**src/rtl/multicycle_control_unit.sv**
```systemverilog
// multicycle_control_unit
//   Moore FSM sequencing RV32I instructions through fetch, decode, execute,
//   memory and write-back over a shared instruction/data memory.
//
// Parameters
//   ENABLE_UPPER : 1 = LUI/AUIPC legal, 0 = they trap as illegal opcodes
//   MEM_TIMEOUT  : max cycles a memory state waits for mem_ready (0 = no limit)
//
// Ports
//   clk, rst_n             : clock, asynchronous active-low reset
//   opcode[6:0]            : instruction register bits [6:0]
//   mem_ready              : memory completes the current request this cycle
//   mem_req, mem_we, iord  : memory request / write enable / addr select (1 = ALUOut)
//   ir_write, pc_write     : IR / PC load enables
//   pc_write_cond          : branch PC load, gated by the datapath compare
//   reg_write              : register file write enable
//   pc_src                 : 0 = ALU result, 1 = ALUOut
//   alu_src_a[1:0]         : 00 PC, 01 old PC, 10 rs1, 11 zero
//   alu_src_b[1:0]         : 00 rs2, 01 imm, 10 constant 4
//   alu_op[1:0]            : 00 add, 01 branch compare, 10 funct-decoded
//   result_src[1:0]        : 00 ALUOut, 01 memory data, 10 ALU result
//   instr_retired          : one-cycle pulse on the last cycle of an instruction
//   trap, trap_cause[1:0]  : sticky fault, 01 illegal opcode, 10 memory timeout
//   state[3:0]             : current FSM state (debug)
module multicycle_control_unit #(
  parameter bit ENABLE_UPPER = 1'b1,
  parameter int MEM_TIMEOUT  = 16
) (
  input  logic       clk,
  input  logic       rst_n,
  input  logic [6:0] opcode,
  input  logic       mem_ready,
  output logic       mem_req,
  output logic       mem_we,
  output logic       iord,
  output logic       ir_write,
  output logic       pc_write,
  output logic       pc_write_cond,
  output logic       reg_write,
  output logic       pc_src,
  output logic [1:0] alu_src_a,
  output logic [1:0] alu_src_b,
  output logic [1:0] alu_op,
  output logic [1:0] result_src,
  output logic       instr_retired,
  output logic       trap,
  output logic [1:0] trap_cause,
  output logic [3:0] state
);

  localparam logic [3:0] S_IDLE  = 4'd0,  S_FETCH = 4'd1,  S_DECODE = 4'd2,  S_EXEC_R = 4'd3;
  localparam logic [3:0] S_EXEC_I = 4'd4, S_MADDR = 4'd5,  S_MEM_RD = 4'd6,  S_MEM_WR = 4'd7;
  localparam logic [3:0] S_MEM_WB = 4'd8, S_ALU_WB = 4'd9, S_BRANCH = 4'd10, S_JAL   = 4'd11;
  localparam logic [3:0] S_EXJALR = 4'd12, S_JALR_WB = 4'd13, S_UPPER = 4'd14, S_TRAP = 4'd15;

  localparam logic [6:0] OP_R = 7'b0110011, OP_I = 7'b0010011, OP_LD = 7'b0000011;
  localparam logic [6:0] OP_ST = 7'b0100011, OP_BR = 7'b1100011, OP_JAL = 7'b1101111;
  localparam logic [6:0] OP_JALR = 7'b1100111, OP_LUI = 7'b0110111, OP_AUIPC = 7'b0010111;

  // Counter sized to hold MEM_TIMEOUT; a disabled timeout still needs a 1-bit counter.
  localparam int          CW     = (MEM_TIMEOUT > 0) ? $clog2(MEM_TIMEOUT + 1) : 1;
  localparam logic [CW-1:0] C_LAST = CW'((MEM_TIMEOUT > 0) ? MEM_TIMEOUT - 1 : 0);
  localparam bit          TMO_EN = (MEM_TIMEOUT > 0);

  logic [3:0]    r_state, w_next;
  logic [CW-1:0] r_cnt;
  logic [1:0]    r_cause;
  logic          w_mem_st, w_wait, w_tmo;

  assign w_mem_st = (r_state == S_FETCH) || (r_state == S_MEM_RD) || (r_state == S_MEM_WR);
  assign w_wait   = w_mem_st && !mem_ready;
  // r_cnt counts completed wait cycles, so it equals MEM_TIMEOUT-1 on the
  // MEM_TIMEOUT-th cycle in the state; a late mem_ready still wins.
  assign w_tmo    = TMO_EN && w_wait && (r_cnt == C_LAST);

  always_comb begin
    w_next = r_state;
    unique case (r_state)
      S_IDLE:   w_next = S_FETCH;
      S_FETCH:  w_next = w_tmo ? S_TRAP : (mem_ready ? S_DECODE : S_FETCH);
      S_DECODE: begin
        unique case (opcode)
          OP_R:             w_next = S_EXEC_R;
          OP_I:             w_next = S_EXEC_I;
          OP_LD, OP_ST:     w_next = S_MADDR;
          OP_BR:            w_next = S_BRANCH;
          OP_JAL:           w_next = S_JAL;
          OP_JALR:          w_next = S_EXJALR;
          OP_LUI, OP_AUIPC: w_next = ENABLE_UPPER ? S_UPPER : S_TRAP;
          default:          w_next = S_TRAP;
        endcase
      end
      S_EXEC_R, S_EXEC_I, S_UPPER: w_next = S_ALU_WB;
      S_MADDR:  w_next = opcode[5] ? S_MEM_WR : S_MEM_RD;
      S_MEM_RD: w_next = w_tmo ? S_TRAP : (mem_ready ? S_MEM_WB : S_MEM_RD);
      S_MEM_WR: w_next = w_tmo ? S_TRAP : (mem_ready ? S_FETCH : S_MEM_WR);
      S_MEM_WB, S_ALU_WB, S_BRANCH, S_JAL, S_JALR_WB: w_next = S_FETCH;
      S_EXJALR: w_next = S_JALR_WB;
      default:  w_next = S_TRAP;
    endcase
  end

  always_ff @(posedge clk or negedge rst_n) begin
    if (!rst_n) begin
      r_state <= S_IDLE;
      r_cnt   <= '0;
      r_cause <= 2'b00;
    end else begin
      r_state <= w_next;
      // Count only while stalled in the same memory state; any exit clears,
      // so each entry to FETCH/MEM_RD/MEM_WR starts from zero. Saturates.
      if (w_wait && !w_tmo && (r_cnt != '1))
        r_cnt <= r_cnt + CW'(1);
      else if (!w_wait)
        r_cnt <= '0;
      if ((r_state != S_TRAP) && (w_next == S_TRAP))
        r_cause <= w_tmo ? 2'b10 : 2'b01;
    end
  end

  always_comb begin
    mem_req       = 1'b0;
    mem_we        = 1'b0;
    iord          = 1'b0;
    ir_write      = 1'b0;
    pc_write      = 1'b0;
    pc_write_cond = 1'b0;
    reg_write     = 1'b0;
    pc_src        = 1'b0;
    alu_src_a     = 2'b00;
    alu_src_b     = 2'b00;
    alu_op        = 2'b00;
    result_src    = 2'b00;
    instr_retired = 1'b0;
    unique case (r_state)
      S_FETCH: begin
        mem_req   = 1'b1;
        alu_src_b = 2'b10;
        ir_write  = mem_ready;
        pc_write  = mem_ready;
      end
      S_DECODE: begin
        alu_src_a = 2'b01;
        alu_src_b = 2'b01;
      end
      S_EXEC_R: begin
        alu_src_a = 2'b10;
        alu_op    = 2'b10;
      end
      S_EXEC_I: begin
        alu_src_a = 2'b10;
        alu_src_b = 2'b01;
        alu_op    = 2'b10;
      end
      S_MADDR, S_EXJALR: begin
        alu_src_a = 2'b10;
        alu_src_b = 2'b01;
      end
      S_MEM_RD: begin
        mem_req = 1'b1;
        iord    = 1'b1;
      end
      S_MEM_WR: begin
        mem_req       = 1'b1;
        mem_we        = 1'b1;
        iord          = 1'b1;
        instr_retired = mem_ready;
      end
      S_MEM_WB: begin
        reg_write     = 1'b1;
        result_src    = 2'b01;
        instr_retired = 1'b1;
      end
      S_ALU_WB: begin
        reg_write     = 1'b1;
        instr_retired = 1'b1;
      end
      S_BRANCH: begin
        alu_src_a     = 2'b10;
        alu_op        = 2'b01;
        pc_write_cond = 1'b1;
        pc_src        = 1'b1;
        instr_retired = 1'b1;
      end
      S_JAL, S_JALR_WB: begin
        alu_src_a     = 2'b01;
        alu_src_b     = 2'b10;
        reg_write     = 1'b1;
        result_src    = 2'b10;
        pc_write      = 1'b1;
        pc_src        = 1'b1;
        instr_retired = 1'b1;
      end
      S_UPPER: begin
        // LUI adds imm to zero, AUIPC adds imm to the old PC.
        alu_src_a = opcode[5] ? 2'b11 : 2'b01;
        alu_src_b = 2'b01;
      end
      default: ;
    endcase
  end

  assign trap       = (r_state == S_TRAP);
  assign trap_cause = r_cause;
  assign state      = r_state;

endmodule

```
**config.mk**
```make
export PLATFORM = sky130hd
export DESIGN_NAME = multicycle_control_unit
export DESIGN_NICKNAME = d
export VERILOG_FILES = /design/src/rtl/multicycle_control_unit.sv
export SDC_FILE = /design/constraint.sdc
export NUM_CORES = 1
export LEC_CHECK = 0
export ABC_AREA = 1
export CAP_MARGIN = 20
export CORE_MARGIN = 2
export CORE_UTILIZATION = 40
export CTS_BUF_LIST = sky130_fd_sc_hd__clkbuf_8
export DETAILED_ROUTE_END_ITERATION = 7
export GPL_TIMING_DRIVEN = 0
export HOLD_SLACK_MARGIN = 0.08
export PLACE_DENSITY = 0.83
export SLEW_MARGIN = 20
export SYNTH_ARGS = -nofsm -noshare
export SYNTH_HDL_FRONTEND = slang
export SYNTH_SLANG_ARGS = --single-unit
```
**constraint.sdc**
```tcl
create_clock -name clk -period 2.5 [get_ports clk]
set_clock_uncertainty 0.1 [all_clocks]
set_input_delay 0.25 -clock clk [delete_from_list [all_inputs] [get_ports clk]]
set_output_delay 0.25 -clock clk [all_outputs]
set_load 0.005 [all_outputs]
```
* Word level (Yosys, flattened, before mapping)
Index checks and enable logic that the tools add are counted.
Storage, ports and cells: bits in registers 11, bits of input ports 10, output and inout port bits 24, logic and storage cells 84
Cells by class: add/subtract/negate cells 1, eq/ne operators 29, muxes and demuxes 26, reduce and logical (&&, ||, !) cells 25
Operator list (number):
- $eq 4x4->1 const B | 9
- $pmux 4 s8 | 1
- $pmux 4 s7 | 1
- $eq 7x6->1 const B | 3
- $eq 7x7->1 const B | 3
- $eq 4x3->1 const B | 4
- $mux 4 | 4
- $reduce_or 3->1 | 5
- $reduce_or 5->1 | 3
- $eq 7x5->1 const B | 2
- $pmux 2 s2 | 3
- $mux 5 | 2
- $reduce_or 2->1 | 5
- $eq 4x2->1 const B | 2
- $mux 1 | 8
- $eq 7x2->1 const B | 1
- $mux 2 | 3
- $pmux 2 s3 | 1
- $reduce_or 6->1 | 1
- $add 5x1->5 const B | 1
- $eq 5x4->1 const B | 1
- $logic_and 1x1->1 | 5
- $ne 5x5->1 const B | 1
- $eq 4x1->1 const B | 1
- 8 further kinds | 11

* Longest topological paths before layout
Gate-level depths: netlist of run 1.
depth in word-level cells 9, mapped depth 13, depth with buffers taken out 13

* Worst setup path after synthesis of run 1
No wires, ideal clock.
path type reg2reg, start register r_cnt[0], end register r_cause[1], in the netlist trap_cause[1], setup time 117 ps, data arrival time 1499 ps, required time 2283 ps, setup slack 783 ps, cell stages (with the launch flop) 14, buffers on the path 0, clock period less this slack 1717 ps, cells stage by stage dfrtp_1 ha_1 nand2_1 nor2_1 ha_1 inv_1 nor2_1 inv_1 nand4_1 nand2_1 inv_2 nand3_2 nand2_1 nand2_1
Between the ends: word-level cells in the longest chain between the ends 6, elaborated cells between the ends (all ways) 9, those cells by class eq/ne: 2; mux: 5; reduce/logical: 2
Ends and longest elaborated chain:
- start, declared | line 66 | logic [CW-1:0] r_cnt;
- start signal, assigned | line 113 | r_cnt <= r_cnt + CW'(1);
- $eq 5x4->1 (*) | line 74 | assign w_tmo = TMO_EN && w_wait && (r_cnt == C_LAST);
- $logic_and 1x1->1 (*) | line 74
- $mux 4 (on tied branches) | line 96, 80, 95
- $pmux 4 s8 | line 78 | unique case (r_state)
- $eq 4x4->1 | line 116 | if ((r_state != S_TRAP) && (w_next == S_TRAP))
- $logic_and 1x1->1 | line 116
- end signal, assigned | line 117 | r_cause <= w_tmo ? 2'b10 : 2'b01;
- end, declared | line 67 | logic [1:0] r_cause;
Mark *: on every way between the ends. The rest lies on a longest branch, timed or not. A chain may end at the register's enable or synchronous reset.

* Worst setup path after layout of run 1
start register r_state[1], in the netlist state[1], end output pc_write
Between the ends: word-level cells in the longest chain between the ends 3, elaborated cells between the ends (all ways) 5, those cells by class eq/ne: 3; mux: 1; reduce/logical: 1
Ends and longest elaborated chain:
- start, declared | line 65 | logic [3:0] r_state, w_next;
- start signal, assigned | line 109 | r_state <= w_next;
- $eq 4x4->1 | line 135 | unique case (r_state)
- $reduce_or 2->1
- $pmux 1 s2 (*) | line 135
- end, declared | line 37 | output logic pc_write,
Marked as above.

==> out/qor.yml, run 1 <==
critical_path:
  required_ps: 2150
  crit_arrival_ps: 2030
  r2r_end: "trap_cause[1]"
  path_max_fanout: 8
  regToRegSetupSlack_ps: 500
  startpoint: "state[1]"
  endpoint: "pc_write"
  end_kind: "primary output"
  worstReg2RegStart: "r_cnt[0]"
  reg2reg_depth: 13
  crit_type: "flop to primary output"
  start_kind: "flop"
die:
  dieHeight_um: 53.5
  rows: 17
  ios: 34
  dieWidth_um: 53.5
  start_util_pct: 43.5
  die_area_mm2: 0.00286
  core_area_mm2: 0.00225
min_path:
  hold_path.class: "input pin to async pin"
cts:
  htreeDepth: 1
  post_cts_buffers: 0
  numClockSinks: 11
  cts_tree: "done"
  cts-hold-fix-buffers: 0
  clk_latency_ps: 240
  cts_resized: 0
  cts-root-buf: "clkbuf_8"
  numCtsBuffers: 3
  cts.path.max_buffers: 2
  clk_pin_slew_ps: 50
sta:
  fin_setup_tns_ps: 0
  fmax_ghz: 0.420
  finalSetupViolations: 0
  slew_viol_final: 0
  hold_violations: 0
  min_period_ps: 2380
  slew_headroom_pct: 67.4
  rsz0062_at_grt: "false"
  layout_worst_path_cycle_share_pct: 95.2
  tightest_slew_ps: 487
yosys:
  synth_area_um2: 980
  synth_warnings: 0
  avgSynthCellArea_um2: 6.09
  syn-instance-count: 161
  synth_seq_cells: 11
  ys_types: 24
  ys_seq_area_share_pct: 28.1
  syn_nets: 174
job:
  maxCapViolations: 0
grt:
  grt.overflow.total: 0
  top_usage_layer: "met2"
  grt_pass1_wl_um: 4320
  antenna_found_initial: 0
  use_met1_pct: 21.7
  use_met2_pct: 38.1
  grt_util_met3_pct: 6.21
  track_usage_pct: 20.8
  grt_max_degree: 12
  grt_pass1_vias: 1080
placed_design:
  portBuffers: 33
  gp_congestion: 0.869
  place_inst: 222
  hpwl_um: 2180
  dpl_cell_area_mm2: 0.00135
drt:
  vias_per_cell: 4.91
  firstDrtPassIters: 5
  wire_per_inst_um: 11.4
  drtIter0Drc: 18
  ant_nets: 0
  drc_errors: 0
  wirelength_um: 2580
  via_count: 1110
layout:
  fin_area_mm2: 0.00139
  final_cell_mix: "44 x nand2_1, 33 x clkdlybuf4s50_1, 29 x nor2_1"
  layout-drive-gt1-share_pct: 11.6
  fin_cells: 226
  final_util_pct: 61.7
  n_antenna_cell: 0
  area_growth_pct: 41.9
  filler_cell_count: 231
  fin_nets: 212
  final_common_cell: "nand2_1"
pwr:
  power.density_mw_per_mm2: 897
  max-vdd-ir-drop_uv: 466
  p_total_w: 0.00125
  p_leak_nw: 0.727
outcome:
  outcome: "finished, final reports clean"
## how the worst min path moves through the flow
stage,start,cells after the start,to,slack [ps]
after floorplan,rst_n,0,r_cnt[0],-150
after global routing,rst_n,1,r_cnt[3],280
final,rst_n,1,r_cnt[3],240
after detailed placement,trap_cause[0],2,trap_cause[0],370
after global placement,trap_cause[1],2,trap_cause[1],370
after CTS,rst_n,1,r_cnt[3],250
## power breakdown
| part | switching [W] | internal [W] |
|---|---|---|
| logic | 0.000379 | 0.000398 |
| registers | 0.0000723 | 0.000223 |
| clock network | 0.0000677 | 0.000108 |
## sequential cells by signal (all words and copies together), names as in the netlist
register and cells:
r_cnt 5, state 4, trap_cause 2
## metrics by stage
| stage | hold slack, ps | worst slack (ps) |
|---|---|---|
| finish | 239 | 121 |
| global route | 280 | 10.2 |
| CTS | 250 | 150 |
| detailed placement | 375 | 417 |
| global placement | 368 | 458 |
| floorplan | -146 | 783 |
## area by class of cell
class                   instances  area (µm²)  area share (%)
clock inverters                 1        3.75           0.270
multi-input cells             119         584            42.0
flip-flops and latches         11         275            19.8
inverters                      30         113            8.10
clock buffers                   3        41.3            2.97
repair buffers                 33         330            23.8
well taps                      28        35.0            2.52
plain buffers                   1        7.51           0.540
## cells in the mapped netlist, drive strengths merged
master  instances  area [µm²]
a211o           1        8.76
nor3            3        20.0
nor2           31         126
o21ai           6        30.0
ha              3        37.5
a21oi           6        30.0
inv            29         109
nand2          52         220
nand3          11        65.1
nand4           4        31.3
dfrtp          11         275
or2             1        6.26
xor2            1        8.76
buf             1        7.51
clkinv          1        3.75
## per-layer routing
metal	part of all wire (%)	up-vias
met3	5.2	11
met1	41	492
met4	2.5	0
li1	-	576
met5	0	-
met2	51	31
## cells by family after synthesis
group,Yosys count,share of synthesized area [%]
flip-flops,11,28.1
AND/OR/NAND/NOR,102,47.9
adder cells (fa/ha/maj),3,3.83
buffers and inverters,31,12.3
AO/OA/AOI/OAI,13,7.02
XOR/XNOR,1,0.894
## critical path, stage by stage (launching register included)
cell and delay (ps):
dfrtp_1 520, inv_2 100, nand2_2 100, nor2_1 60
a21oi_1 370, o21ai_0 160, clkdlybuf4s50_1 470
(Power assumes the default switching activity.)
==> run 2, diff against run 1 <==
Settings changed: CTS_BUF_LIST sky130_fd_sc_hd__clkbuf_8 to default.
==> run 2 against run 1 <==
Sequential share of layout area is 0.22 points higher; critical path depth shrank 1; worst setup slack improved by 73 ps; critical path type unchanged; final area is 1.1% lower; hold slack got worse by 33 ps; routed wire length is 0.97% lower; largest cell class unchanged; die area did not move; maximum frequency rose by 3.1%; largest power group unchanged; register-to-register slack is essentially flat; flip-flop and latch count stayed put; sequential power about the same; non-clock buffer count did not move.
==> out/qor.yml, run 2 (synthesis gave the netlist of run 1 again) <==
die:
  rows: 17  # unchanged
  die_area_mm2: 0.00286  # unchanged
  dieWidth_um: 53.5  # unchanged
  dieHeight_um: 53.5  # unchanged
  start_util_pct: 43.5  # unchanged
  core_area_mm2: 0.00225  # unchanged
  ios: 34  # unchanged
sta:
  slew_viol_final: 0  # unchanged
  fmax_ghz: 0.434  # was 0.420 GHz
  slew_headroom_pct: 67.8  # was 67.4%
  fin_setup_tns_ps: 0  # unchanged
  setup_ws_ps: 194  # was 121 ps
  tightest_slew_ps: 482  # was 487 ps
  layout_worst_path_cycle_share_pct: 92.3  # was 95.2%
  hold_violations: 0  # unchanged
  min_period_ps: 2310  # was 2380 ps
  finalSetupViolations: 0  # unchanged
layout:
  fin_nets: 212  # unchanged
  n_antenna_cell: 0  # unchanged
  regMostFlops: "r_cnt"  # unchanged
  layout-drive-gt1-share_pct: 12.1  # was 11.6%
  final_common_cell: "nand2_1"  # unchanged
  final_cell_mix: "44 x nand2_1, 33 x clkdlybuf4s50_1, 29 x nor2_1"  # unchanged
  area_growth_pct: 40.4  # was 41.9%
  largest_reg_flops: 5  # unchanged
grt:
  grt_util_met3_pct: 5.37  # was 6.21%
  grt_pass1_wl_um: 4340  # was 4320 µm
  grt_max_degree: 12  # unchanged
  antenna_found_initial: 0  # unchanged
  grt.overflow.total: 0  # unchanged
  use_met2_pct: 38.3  # was 38.1%
  grt_pass1_vias: 1090  # was 1,080
  top_usage_layer: "met2"  # unchanged
  use_met1_pct: 21.9  # was 21.7%
  track_usage_pct: 20.7  # was 20.8%
drt:
  firstDrtPassIters: 4  # was 5
  drtIter0Drc: 9  # was 18
  ant_nets: 0  # unchanged
  drc_errors: 0  # unchanged
  vias_per_cell: 4.93  # was 4.91
  wirelength_um: 2560  # was 2580 µm
  via_count: 1115  # was 1,110
  wire_per_inst_um: 11.3  # was 11.4 µm
placed_design:
  hpwl_um: 2180  # unchanged
  portBuffers: 33  # unchanged
  gp_congestion: 0.869  # unchanged
  place_ws_ps: 417  # unchanged
cts:
  cts-hold-fix-buffers: 0  # unchanged
  htreeDepth: 1  # unchanged
  numClockSinks: 11  # unchanged
  cts-root-buf: "clkbuf_4"  # was clkbuf_8
  clk_pin_slew_ps: 70  # was 50 ps
  post_cts_buffers: 0  # unchanged
  clk_latency_ps: 270  # was 240 ps
  numCtsBuffers: 3  # unchanged
  cts.path.max_buffers: 2  # unchanged
  cts_tree: "done"  # unchanged
critical_path:
  reg2reg_depth: 13  # unchanged
  required_ps: 2150  # about the same
  start_kind: "flop"  # unchanged
  end_kind: "primary output"  # unchanged
  startpoint: "state[1]"  # unchanged
  r2r_end: "trap_cause[1]"  # unchanged
  path_max_fanout: 8  # unchanged
  crit_type: "flop to primary output"  # unchanged
  regToRegSetupSlack_ps: 510  # was 500 ps
  crit_arrival_ps: 1960  # was 2030 ps
  endpoint: "alu_src_b[0]"  # was pc_write
  worstReg2RegStart: "r_cnt[0]"  # unchanged
job:
  maxCapViolations: 0  # unchanged
pwr:
  p_leak_nw: 0.716  # was 0.727 nW
  max-vdd-ir-drop_uv: 466  # about the same
  power.density_mw_per_mm2: 868  # was 897 mW/mm²
min_path:
  hold_path.class: "input pin to async pin"  # unchanged
outcome:
  outcome: "finished, final reports clean"  # unchanged
## run 2: changes by cell type in the layout (fill, tap and decap cells not counted)
cell | previous run | this run
clkbuf_8 | 3 | 0
clkbuf_1 | 0 | 1
inv_1 | 25 | 24
clkbuf_4 | 0 | 3
a21oi_2 | 0 | 1
a21oi_1 | 6 | 5
## run 2: how the worst min path moves through the flow
stage                               end  slack (ps)  cells past startpoint
after floorplan                r_cnt[0]        -150                      0
after global placement    trap_cause[1]         370                      2
after detailed placement  trap_cause[0]         370                      2
after CTS                      r_cnt[0]         210                      1
after global routing           r_cnt[3]         230                      1
final                          r_cnt[3]         210                      1
## run 2: worst max-delay path, stage by stage, from the launching register on
cell             delay [ps]
dfrtp_1                 520
nand2_2                 150
nor3_2                  330
nor2_1                  110
nand3_1                  80
clkdlybuf4s50_1         490
## run 2: through the flow
step / instance area (µm²) / total power (W) / hold WS [ps] / utilization, % / std cells
floorplan: 980 / 0.000678 / -146 / - / 161
global placement: 1350 / 0.00105 / 368 / 59.7 / 222
finish: 1380 / 0.00119 / 205 / 61.0 / 226
CTS: 1370 / 0.00120 / 211 / 60.8 / 226
detailed placement: 1350 / 0.00108 / 375 / 59.7 / 222
global route: 1380 / 0.00130 / 234 / 61.0 / 226
## run 2: layout make-up
| class | count | area, µm² |
|---|---|---|
| Clock buffer | 4 | 26.3 |
| Inverter | 30 | 113 |
| Fill cell | 234 | 880 |
| Buffer | 1 | 7.51 |
| Sequential cell | 11 | 275 |
| Timing Repair Buffer | 33 | 330 |
| Tap cell | 28 | 35.0 |
| Multi-Input combinational cell | 119 | 588 |
## run 2: power breakdown
group,switching (W),leakage [nW],total (W),internal (W)
Sequential,0.0000711,0.146,0.000293,0.000222
Clock,0.0000580,0.0150,0.000120,0.0000618
Combinational,0.000382,0.555,0.000781,0.000399
## run 2: routing by layer
layer / vias up / wire, µm / share of wire (%)
li1: 575 / - / -
met1: 505 / 1030 / 40
met2: 28 / 1360 / 53
met3: 7 / 122 / 4.8
met4: 0 / 39 / 1.5
met5: - / 0 / 0
## run 2: repair_timing
| item | in CTS | in global routing |
|---|---|---|
| endpoints found under the hold margin | 0 | 0 |
| gates resized for setup | 0 | 1 |
| endpoints found under the setup margin | 0 | 2 |
==> run 3, diff against run 2 <==
--- a/config.mk
+++ b/config.mk
@@ -14,3 +14,3 @@
 export HOLD_SLACK_MARGIN = 0.08
-export PLACE_DENSITY = 0.83
+export PLACE_DENSITY = 0.74
 export SLEW_MARGIN = 20
==> constraint.sdc (replaced) <==
create_clock -name clk -period 2.5 [get_ports clk]
set_clock_uncertainty 0.1 [all_clocks]
set_input_delay 0.5 -clock clk [delete_from_list [all_inputs] [get_ports clk]]
set_output_delay 0.5 -clock clk [all_outputs]
set_load 0.005 [all_outputs]
==> run 3 against run 2 <==
Utilization rose by 3.0 points; sequential share of layout area fell by 0.59 points; final area up 4.9%; clock power is essentially flat; first-iteration DRC count is 100% higher; die area stayed put; sequential power increased by 6.8%; worst setup slack got worse by 170 ps; count of clock-buffer cells in the layout decreased by 1; maximum frequency decreased by 6.9%; total power increased by 6.9%; critical endpoint is now instr_retired; largest power group unchanged.
==> out/qor.yml, run 3 (synthesis gave the netlist of run 1 again) <==
layout:
  largest_reg_flops: 5  # unchanged
  layout-drive-gt1-share_pct: 19.9  # was 12.1%
  fin_nets: 215  # was 212
  area_growth_pct: 47.3  # was 40.4%
  regMostFlops: "r_cnt"  # unchanged
  n_antenna_cell: 0  # unchanged
  fin_area_mm2: 0.00144  # was 0.00138 mm²
  final_cell_mix: "43 x nand2_1, 33 x clkdlybuf4s50_1, 23 x inv_1, 23 x nor2_1, 9 x nand3_1"  # was 44 x nand2_1, 33 x clkdlybuf4s50_1, 29 x nor2_1
  filler_cell_count: 230  # was 234
  final_common_cell: "nand2_1"  # unchanged
  fin_cells: 229  # was 226
pwr:
  power.density_mw_per_mm2: 884  # was 868 mW/mm²
  max-vdd-ir-drop_uv: 559  # was 466 µV
  p_leak_nw: 0.731  # was 0.716 nW
critical_path:
  reg2reg_depth: 13  # unchanged
  path_max_fanout: 6  # was 8
  path_cells: "inv_2 > nand2_4 > nor2_1 > a211o_1 > clkdlybuf4s50_1"  # was nand2_2 > nor3_2 > nor2_1 > nand3_1 > clkdlybuf4s50_1
  cpPeakStageDelay_ps: 500  # was 520 ps
  cp_top_family: "buffers and inverters"  # was simple AND/OR/NAND/NOR gates
  critPathBufInv: 2  # was 1
  cp_slowest_cell: "clkdlybuf4s50_1"  # was dfrtp_1
  regToRegSetupSlack_ps: 490  # was 510 ps
  end_kind: "primary output"  # unchanged
  worstReg2RegStart: "r_cnt[0]"  # unchanged
  r2r_end: "trap_cause[0]"  # was trap_cause[1]
  start_kind: "flop"  # unchanged
  crit_type: "flop to primary output"  # unchanged
  required_ps: 1900  # was 2150 ps
  crit_arrival_ps: 1880  # was 1960 ps
min_path:
  worstHoldStart: "trap_cause[0]"
  hold_depth: 2
  min_to: "trap_cause[0]"
  hold_path.class: "flop to flop"  # was input pin to async pin
grt:
  antenna_found_initial: 0  # unchanged
  grt.overflow.total: 0  # unchanged
  track_usage_pct: 20.3  # was 20.7%
  grt_pass1_wl_um: 4300  # was 4340 µm
  grt_pass1_vias: 1006  # was 1,090
  grt_max_degree: 12  # unchanged
sta:
  slew_headroom_pct: 67.3  # was 67.8%
  hold_violations: 0  # unchanged
  finalSetupViolations: 0  # unchanged
  tightest_slew_ps: 488  # was 482 ps
  min_period_ps: 2480  # was 2310 ps
  layout_worst_path_cycle_share_pct: 99.1  # was 92.3%
  fmax_ghz: 0.403  # was 0.434 GHz
  slew_viol_final: 0  # unchanged
  rsz0062_at_grt: "true"
  setup_ws_ps: 21.6  # was 194 ps
placed_design:
  hpwl_um: 2100  # was 2180 µm
  dpl_cell_area_mm2: 0.00135  # unchanged
  gp_congestion: 0.868  # was 0.869
  portBuffers: 33  # unchanged
  place_ws_ps: 36.4  # was 417 ps
  place_inst: 222  # unchanged
cts:
  numCtsBuffers: 3  # unchanged
  cts-root-buf: "clkbuf_4"  # unchanged
  cts.path.max_buffers: 2  # unchanged
  htreeDepth: 1  # unchanged
  clk_pin_slew_ps: 70  # about the same
  numClockSinks: 11  # unchanged
  clk_latency_ps: 270  # about the same
  cts_tree: "done"  # unchanged
die:
  start_util_pct: 43.5  # unchanged
  core_area_mm2: 0.00225  # unchanged
  die_area_mm2: 0.00286  # unchanged
  dieWidth_um: 53.5  # unchanged
  rows: 17  # unchanged
  ios: 34  # unchanged
  dieHeight_um: 53.5  # unchanged
job:
  maxCapViolations: 0  # unchanged
drt:
  ant_nets: 0  # unchanged
  drtIter0Drc: 18  # was 9
  wirelength_um: 2540  # was 2560 µm
  via_count: 1128  # was 1,115
  drc_errors: 0  # unchanged
  vias_per_cell: 4.93  # about the same
  firstDrtPassIters: 4  # unchanged
  wire_per_inst_um: 11.1  # was 11.3 µm
outcome:
  outcome: "finished, final reports clean"  # unchanged
## run 3: changes by cell type in the layout (fill, tap and decap cells not counted), moves of 2 or more
cell | previous run | this run
nor2_4 | 1 | 3
nor2_1 | 29 | 23
dfrtp_2 | 0 | 4
buf_4 | 1 | 4
nor2_2 | 1 | 5
dfrtp_1 | 11 | 7
## run 3: how the worst max path moves through the flow
stage,from,endpoint,slack [ps],cells past startpoint
after floorplan,r_cnt[0],trap_cause[1],780,13
after global placement,mem_ready,pc_write,70,4
after detailed placement,mem_ready,pc_write,40,4
after CTS,state[2],alu_src_a[1],10,6
after global routing,state[3],instr_retired,-50,5
final,state[3],instr_retired,20,5
## run 3: layout make-up
type,instances,area (µm²),share of cell area [%]
timing repair buffer,36,353,24.5
tap,28,35.0,2.43
buffer,1,7.51,0.520
multi-input combinational,119,627,43.5
sequential,11,280,19.4
inverter,30,113,7.81
clock inverter,1,5.00,0.347
clock buffer,3,22.5,1.56
## run 3: what timing repair did
item                       CTS  global route
pin swaps                    0             1
resized for setup            4            14
setup buffers                0             3
hold buffers                 0             0
setup endpoints to repair    8            10
## run 3: power by group
part	total (W)	switching, W	internal, W	leakage (nW)
Clock	0.000121	0.0000616	0.0000593	0.0177
Sequential	0.000313	0.0000852	0.000227	0.141
Combinational	0.000842	0.000408	0.000434	0.572
## run 3: metal layers
metal  GRT usage, %  wire length (µm)  vias up
met5              0                 0        -
met4           1.28                 0        0
met3           5.08               163        0
met2           36.2              1230       38
met1           25.4              1140      507
li1               -                 -      583
## run 3: stage by stage
stage	util, %	setup TNS, ps	power [W]	hold WS, ps
finish	64.0	0	0.00128	393
global route	64.0	-58.6	0.00139	427
CTS	61.5	0	0.00122	401
detailed placement	59.7	0	0.00107	369
global placement	59.7	0	0.00105	361
floorplan	-	0	0.000678	104
## run 3: tightest hold or removal path: cells and delay by family (launching register included)
family        cells  cell delay, ps
flops             1             350
simple gates      2             110
